$ cat config.mk
export PLATFORM = sky130hd
export DESIGN_NAME = seven_seg_scan_driver_flat
export DESIGN_NICKNAME = d
export VERILOG_FILES = /design/src/rtl/seven_seg_scan_if.sv /design/src/rtl/seven_seg_scan_driver.sv /design/src/flat_wrapper.sv
export SDC_FILE = /design/constraint.sdc
export NUM_CORES = 1
export LEC_CHECK = 0
export ABC_CLOCK_PERIOD_IN_PS = 5870
export BUFFER_PORTS_ARGS = -buffer_cell sky130_fd_sc_hd__buf_2
export CORE_ASPECT_RATIO = 1.25
export CORE_MARGIN = 10
export CORE_UTILIZATION = 57
export CTS_CLUSTER_DIAMETER = 120
export DETAILED_ROUTE_END_ITERATION = 10
export MAX_ROUTING_LAYER = met4
export PLACE_DENSITY_LB_ADDON = 0.25
export RECOVER_POWER = 100
export SLEW_MARGIN = 20
export SYNTH_ARGS = -nofsm -noshare
export SYNTH_HDL_FRONTEND = slang
export SYNTH_SLANG_ARGS = --single-unit
$ cat constraint.sdc
create_clock -name CLK -period 5.87 [get_ports CLK]
set_input_delay 0.587 -clock CLK [delete_from_list [all_inputs] [get_ports CLK]]
set_output_delay 0.587 -clock CLK [all_outputs]
set_load 0.01 [all_outputs]
$ cat src/rtl/seven_seg_scan_if.sv
// Bundle between score logic and the seven-segment scan driver.
// The slave modport is the driver; the master modport is its user.
interface seven_seg_scan_if #(
  parameter int unsigned NUM_DIGITS = 4,
  parameter int unsigned BRIGHT_W   = 3
);
  logic [4*NUM_DIGITS-1:0] DIGITS_IN;
  logic [NUM_DIGITS-1:0]   DOTS_IN;
  logic                    LOAD_IN;
  logic [NUM_DIGITS-1:0]   DIGIT_EN_IN;
  logic                    BLANK_LZ_IN;
  logic [BRIGHT_W-1:0]     BRIGHTNESS_IN;
  logic [NUM_DIGITS-1:0]   SEG_SELECT_OUT;
  logic [7:0]              HEX_OUT;
  logic                    SLOT_TICK_OUT;

  modport master (
    output DIGITS_IN, DOTS_IN, LOAD_IN, DIGIT_EN_IN, BLANK_LZ_IN, BRIGHTNESS_IN,
    input  SEG_SELECT_OUT, HEX_OUT, SLOT_TICK_OUT
  );

  modport slave (
    input  DIGITS_IN, DOTS_IN, LOAD_IN, DIGIT_EN_IN, BLANK_LZ_IN, BRIGHTNESS_IN,
    output SEG_SELECT_OUT, HEX_OUT, SLOT_TICK_OUT
  );
endinterface

$ cat src/rtl/seven_seg_scan_driver.sv
// Time-multiplexed common-anode seven-segment driver with shadowed digits,
// per-digit enable, leading-zero blanking, PWM brightness and a dead cycle per slot.
module seven_seg_scan_driver #(
  parameter int unsigned NUM_DIGITS  = 4,
  parameter int unsigned REFRESH_DIV = 100000,
  parameter int unsigned BRIGHT_W    = 3
) (
  input  logic            CLK,
  input  logic            RESET,
  seven_seg_scan_if.slave bus
);

  localparam int unsigned CNT_W = (REFRESH_DIV > 1) ? $clog2(REFRESH_DIV) : 1;
  localparam int unsigned IDX_W = (NUM_DIGITS > 1) ? $clog2(NUM_DIGITS) : 1;
  localparam int unsigned DIG_W = 4 * NUM_DIGITS;

  logic [CNT_W-1:0]      cnt_q, cnt_d;
  logic [IDX_W-1:0]      idx_q, idx_d;
  logic [BRIGHT_W-1:0]   pwm_q, pwm_d;
  logic [DIG_W-1:0]      nib_q, nib_d;
  logic [NUM_DIGITS-1:0] dot_q, dot_d;
  logic [NUM_DIGITS-1:0] sel_q, sel_d;
  logic [7:0]            hex_q, hex_d;
  logic                  tick_q, tick_d;

  logic [NUM_DIGITS-1:0] blank_c;
  logic                  all_zero_c;
  logic [3:0]            cur_nib_c;
  logic                  cur_dot_c;
  logic                  cur_en_c;
  logic                  cur_blank_c;
  logic                  lit_c;

  function automatic logic [6:0] seg_enc(input logic [3:0] n);
    logic [6:0] s;
    case (n)
      4'h0: s = 7'h40;  4'h1: s = 7'h79;  4'h2: s = 7'h24;  4'h3: s = 7'h30;
      4'h4: s = 7'h19;  4'h5: s = 7'h12;  4'h6: s = 7'h02;  4'h7: s = 7'h78;
      4'h8: s = 7'h00;  4'h9: s = 7'h10;  4'hA: s = 7'h08;  4'hB: s = 7'h03;
      4'hC: s = 7'h46;  4'hD: s = 7'h21;  4'hE: s = 7'h06;  default: s = 7'h0E;
    endcase
    return s;
  endfunction

  // Blanking walks down from the most significant digit while nibbles stay zero.
  always_comb begin
    blank_c    = '0;
    all_zero_c = 1'b1;
    for (int i = NUM_DIGITS - 1; i >= 0; i--) begin
      all_zero_c = all_zero_c && (nib_q[4*i +: 4] == 4'h0);
      blank_c[i] = bus.BLANK_LZ_IN && (i > 0) && all_zero_c;
    end
  end

  always_comb begin
    cur_nib_c   = 4'h0;
    cur_dot_c   = 1'b0;
    cur_en_c    = 1'b0;
    cur_blank_c = 1'b0;
    for (int i = 0; i < NUM_DIGITS; i++) begin
      if (idx_q == IDX_W'(i)) begin
        cur_nib_c   = nib_q[4*i +: 4];
        cur_dot_c   = dot_q[i];
        cur_en_c    = bus.DIGIT_EN_IN[i];
        cur_blank_c = blank_c[i];
      end
    end
  end

  assign lit_c = (cnt_q != '0) && cur_en_c && (pwm_q <= bus.BRIGHTNESS_IN) && !cur_blank_c;

  always_comb begin
    cnt_d  = cnt_q + CNT_W'(1);
    idx_d  = idx_q;
    pwm_d  = pwm_q + BRIGHT_W'(1);
    nib_d  = nib_q;
    dot_d  = dot_q;
    sel_d  = '1;
    hex_d  = 8'hFF;
    tick_d = (cnt_q == '0);

    if (cnt_q == CNT_W'(REFRESH_DIV - 1)) begin
      cnt_d = '0;
      idx_d = (idx_q == IDX_W'(NUM_DIGITS - 1)) ? '0 : idx_q + IDX_W'(1);
    end

    if (bus.LOAD_IN) begin
      nib_d = bus.DIGITS_IN;
      dot_d = bus.DOTS_IN;
    end

    if (lit_c) begin
      sel_d = ~(NUM_DIGITS'(1) << idx_q);
      hex_d = {~cur_dot_c, seg_enc(cur_nib_c)};
    end
  end

  always_ff @(posedge CLK or posedge RESET) begin
    if (RESET) begin
      cnt_q  <= '0;
      idx_q  <= '0;
      pwm_q  <= '0;
      nib_q  <= '0;
      dot_q  <= '0;
      sel_q  <= '1;
      hex_q  <= 8'hFF;
      tick_q <= 1'b0;
    end else begin
      cnt_q  <= cnt_d;
      idx_q  <= idx_d;
      pwm_q  <= pwm_d;
      nib_q  <= nib_d;
      dot_q  <= dot_d;
      sel_q  <= sel_d;
      hex_q  <= hex_d;
      tick_q <= tick_d;
    end
  end

  assign bus.SEG_SELECT_OUT = sel_q;
  assign bus.HEX_OUT        = hex_q;
  assign bus.SLOT_TICK_OUT  = tick_q;

endmodule

$ cat src/flat_wrapper.sv
// flat-port wrapper written by rule: the top's interface ports become plain ports
module seven_seg_scan_driver_flat 
#(
  parameter int unsigned NUM_DIGITS  = 4,
  parameter int unsigned REFRESH_DIV = 100000,
  parameter int unsigned BRIGHT_W    = 3
)
  (CLK, RESET, bus_DIGITS_IN, bus_DOTS_IN, bus_LOAD_IN, bus_DIGIT_EN_IN, bus_BLANK_LZ_IN, bus_BRIGHTNESS_IN, bus_SEG_SELECT_OUT, bus_HEX_OUT, bus_SLOT_TICK_OUT);
  seven_seg_scan_if #(.NUM_DIGITS(NUM_DIGITS), .BRIGHT_W(BRIGHT_W)) bus_i ();
  input  logic CLK;
  input  logic RESET;
  input wire logic [$bits(bus_i.DIGITS_IN)-1:0] bus_DIGITS_IN;
  input wire logic [$bits(bus_i.DOTS_IN)-1:0] bus_DOTS_IN;
  input wire logic [$bits(bus_i.LOAD_IN)-1:0] bus_LOAD_IN;
  input wire logic [$bits(bus_i.DIGIT_EN_IN)-1:0] bus_DIGIT_EN_IN;
  input wire logic [$bits(bus_i.BLANK_LZ_IN)-1:0] bus_BLANK_LZ_IN;
  input wire logic [$bits(bus_i.BRIGHTNESS_IN)-1:0] bus_BRIGHTNESS_IN;
  output wire logic [$bits(bus_i.SEG_SELECT_OUT)-1:0] bus_SEG_SELECT_OUT;
  output wire logic [$bits(bus_i.HEX_OUT)-1:0] bus_HEX_OUT;
  output wire logic [$bits(bus_i.SLOT_TICK_OUT)-1:0] bus_SLOT_TICK_OUT;
  assign bus_i.DIGITS_IN = bus_DIGITS_IN;
  assign bus_i.DOTS_IN = bus_DOTS_IN;
  assign bus_i.LOAD_IN = bus_LOAD_IN;
  assign bus_i.DIGIT_EN_IN = bus_DIGIT_EN_IN;
  assign bus_i.BLANK_LZ_IN = bus_BLANK_LZ_IN;
  assign bus_i.BRIGHTNESS_IN = bus_BRIGHTNESS_IN;
  assign bus_SEG_SELECT_OUT = bus_i.SEG_SELECT_OUT;
  assign bus_HEX_OUT = bus_i.HEX_OUT;
  assign bus_SLOT_TICK_OUT = bus_i.SLOT_TICK_OUT;
  seven_seg_scan_driver #(.NUM_DIGITS(NUM_DIGITS), .REFRESH_DIV(REFRESH_DIV), .BRIGHT_W(BRIGHT_W)) u_core (.CLK(CLK), .RESET(RESET), .bus(bus_i));
endmodule
==> impl_metrics.json <==
{
  "grt_pass1_vias": 1996,
  "power_density_nw_per_um2": 240,
  "yosysSeqAreaShare": 0.485,
  "reg2reg_from": "u_core.idx_q[0]",
  "antenna_found_initial": 0,
  "syn_inst": 248,
  "synth_top_cell_area_share": 0.375,
  "ant_nets": 0,
  "pin_count": 44,
  "grt_usage": 0.140,
  "vdd_drop_max_uv": 189,
  "die_area_um2": 8290,
  "cp-start-kind": "register",
  "routabilityCongestion": 0.846,
  "row_count": 28,
  "drv_slew": 69,
  "synth_top_family_by_area": "simple AND/OR/NAND/NOR gates",
  "cts_sinks": 55,
  "cts_hold_buffers": 0,
  "cts_tree": "built",
  "synthTopCellsByArea": "dfrtp_1 37%, dfstp_2 11%, mux2_2 7.5%",
  "crit_path_max_fanout": 17,
  "reg2reg_slack_ps": 2540,
  "ys_seq_elements": 55,
  "dp.cells": 342,
  "drive_gt1_frac": 0.269,
  "synth-simple-area-share": 0.164,
  "hold_viol_final": 0,
  "wire_per_inst_um": 15.8,
  "placed_cell_area_um2": 3090,
  "dpl.hpwl_mm": 4.13,
  "syn_to_final_growth_pct": 9.72,
  "synth_compound_area_frac": 0.109,
  "final_area_um2": 3150,
  "synth_fa_ha_area_frac": 0.0741,
  "routed_wl_mm": 5.53,
  "crit_type": "reg2reg",
  "drt_iter0_drc": 122,
  "die_x_um": 83.5,
  "slew_headroom": -0.887,
  "post_cts_resize_count": 0,
  "htreeDepth": 2,
  "grt_max_degree": 56,
  "violations": "max-capacitance violations, max-slew violations",
  "routed_via_density": 5.50,
  "rsz0062_at_grt": "no",
  "critPathCaptureType": "register",
  "cap_viol_max_count": 2,
  "setup_viol": 0,
  "min_from": "u_core.pwm_q[0]",
  "clock_path_buffers": 2,
  "post_cts_buffers": 0,
  "ys.flop_type": "dfrtp_1",
  "antennaDiodeCount": 0,
  "r2r_cells": 5,
  "finalCritPeriodShare": 0.567,
  "synth_cell_type_count": 55,
  "yosys_warnings": 0,
  "drtPass1Iterations": 4,
  "yosysTopAreaCell": "dfrtp_1",
  "min_delay_path_depth": 1,
  "hp-class": "reg2reg",
  "io_buffer_count": 43,
  "postSynth.asyncResetShare": 1.00,
  "nets": 337,
  "worst_path_largest_cell_delay_ps": 1440,
  "clock_latency_ps": 310,
  "layoutNonFillerInstCount": 350,
  "fp.dieH_um": 99.3,
  "outcome": "finished with violations",
  "postLayoutCoreUtil": 0.656,
  "final_common_cell": "dfrtp_1",
  "worstPathRequired_ps": 6020,
  "path_cells": "ha_1, nor2_1, a21oi_1, nor4_1, o221ai_1",
  "syn_area_um2": 2870,
  "core_area_um2": 4800,
  "crit_arrival_ps": 3480,
  "num_vias": 1925,
  "slowest_stage": "nor4_1",
  "grt_overflow": 0,
  "synthMuxAreaShare": 0.0780,
  "period_needed_ps": 3330,
  "initial_core_util": 0.598,
  "fillCellCount": 406,
  "cts.clk_slew.worst_paths_ps": 90,
  "syn-mean-instance-area_um2": 11.6,
  "tightestPinTransition_ps": 2830,
  "yosys.area_share.xor_xnor": 0.0427,
  "post-route-drc-count": 0,
  "holdPathEnd": "u_core.pwm_q[0]",
  "fmax_mhz": 300,
  "fin_worst_skew_ps": 3.05,
  "r2r-end": "u_core.bus.HEX_OUT[2]",
  "p_leak_nw": 1.38,
  "grt_pass1_wl_mm": 9.49,
  "root_buffer": "clkbuf_8",
  "syn_nets": 296,
  "synth_edf_count": 0,
  "tns_ps": 0,
  "mostFrequentLayoutCells": "43 x dfrtp_1, 29 x buf_2, 20 x nand2_1",
  "numCtsBuffers": 5
}
==> power breakdown <==
group / switching (W) / internal (W)
Clock: 0.000119 / 0.000128
Sequential: 0.0000127 / 0.000404
Combinational: 0.0000500 / 0.0000427
Total: 0.000181 / 0.000575
==> sequential cells by signal, summed over array words and instances (netlist names) <==
name,cells
u_core.idx_q,2
u_core.nib_q,16
u_core.bus.SEG_SELECT_OUT,4
u_core.dot_q,4
u_core.bus.HEX_OUT,8
u_core.cnt_q,17
u_core.bus.SLOT_TICK_OUT,1
u_core.pwm_q,3
==> how the worst max path moves through the flow <==
stage                         startpoint               endpoint  slack [ps]  depth (start not counted)
finish                   u_core.idx_q[0]  u_core.bus.HEX_OUT[2]        2540                          5
global route             u_core.idx_q[0]  u_core.bus.HEX_OUT[2]        2030                          5
CTS                      u_core.idx_q[0]  u_core.bus.HEX_OUT[2]        3240                          5
detailed placement  bus_BRIGHTNESS_IN[1]  u_core.bus.HEX_OUT[2]        3180                          8
global placement    bus_BRIGHTNESS_IN[1]  u_core.bus.HEX_OUT[4]        3330                          8
floorplan                u_core.idx_q[0]  u_core.bus.HEX_OUT[1]        3690                         10
==> logic make-up (layout without fill, tap and decap cells) <==
group / count (synthesis) / count (layout)
adders and majority gates: 17 / 17
xor gates and xnor gates: 14 / 14
and+or+nand+nor: 79 / 79
DFF: 55 / 55
muxes: 20 / 20
buffers and inverters: 26 / 68
AOI/OAI and AO/OA: 37 / 37
==> metal layers <==
layer  up-vias  wire length, µm  GRT usage
li1        954                -          -
met1       916             2550      0.170
met2        49             2640      0.221
met3         6              274     0.0384
met4         0               66     0.0426
met5         -                0          -
==> worst max-delay path, delay by kind of cell (launching register included) <==
family	cells	cell delay [ps]
adders and majority gates	1	450
and+or+nand+nor	2	1840
AOI/OAI and AO/OA	2	470
DFF	1	420
==> synth_stat cells, types with 2 or more instances <==
cell,count
buf_2,3
inv_1,16
o221ai_1,2
nand3b_1,3
xor2_1,5
a21oi_1,5
nor3b_1,2
o21ai_0,5
and2b_1,2
nand2_1,20
dfstp_2,12
buf_6,4
nor2b_1,6
nor3_2,4
a22oi_1,2
mux2_2,19
ha_1,17
nand3_1,9
buf_1,2
nor4_1,5
o21ai_1,5
dfrtp_1,43
xnor2_1,9
nor2_1,9
a211oi_1,2
nor2_2,2
o221ai_2,2
nand4_1,6
==> area by class of cell <==
type	count	area (µm²)	share of cell area
Clock buffer	7	76.3	0.0242
Clock inverter	1	30.0	0.00954
Timing Repair Buffer	44	201	0.0640
Inverter	16	60.1	0.0191
Sequential cell	55	1390	0.442
Tap cell	60	75.1	0.0238
Multi-Input combinational cell	167	1320	0.418
==> through the flow <==
stage,power (W),hold slack [ps],worst slack [ps]
detailed placement,0.000520,442,3180
finish,0.000756,451,2540
floorplan,0.000489,418,3690
global route,0.000788,477,2030
global placement,0.000517,435,3330
CTS,0.000763,454,3240
Power figures use the tool's default switching activity.
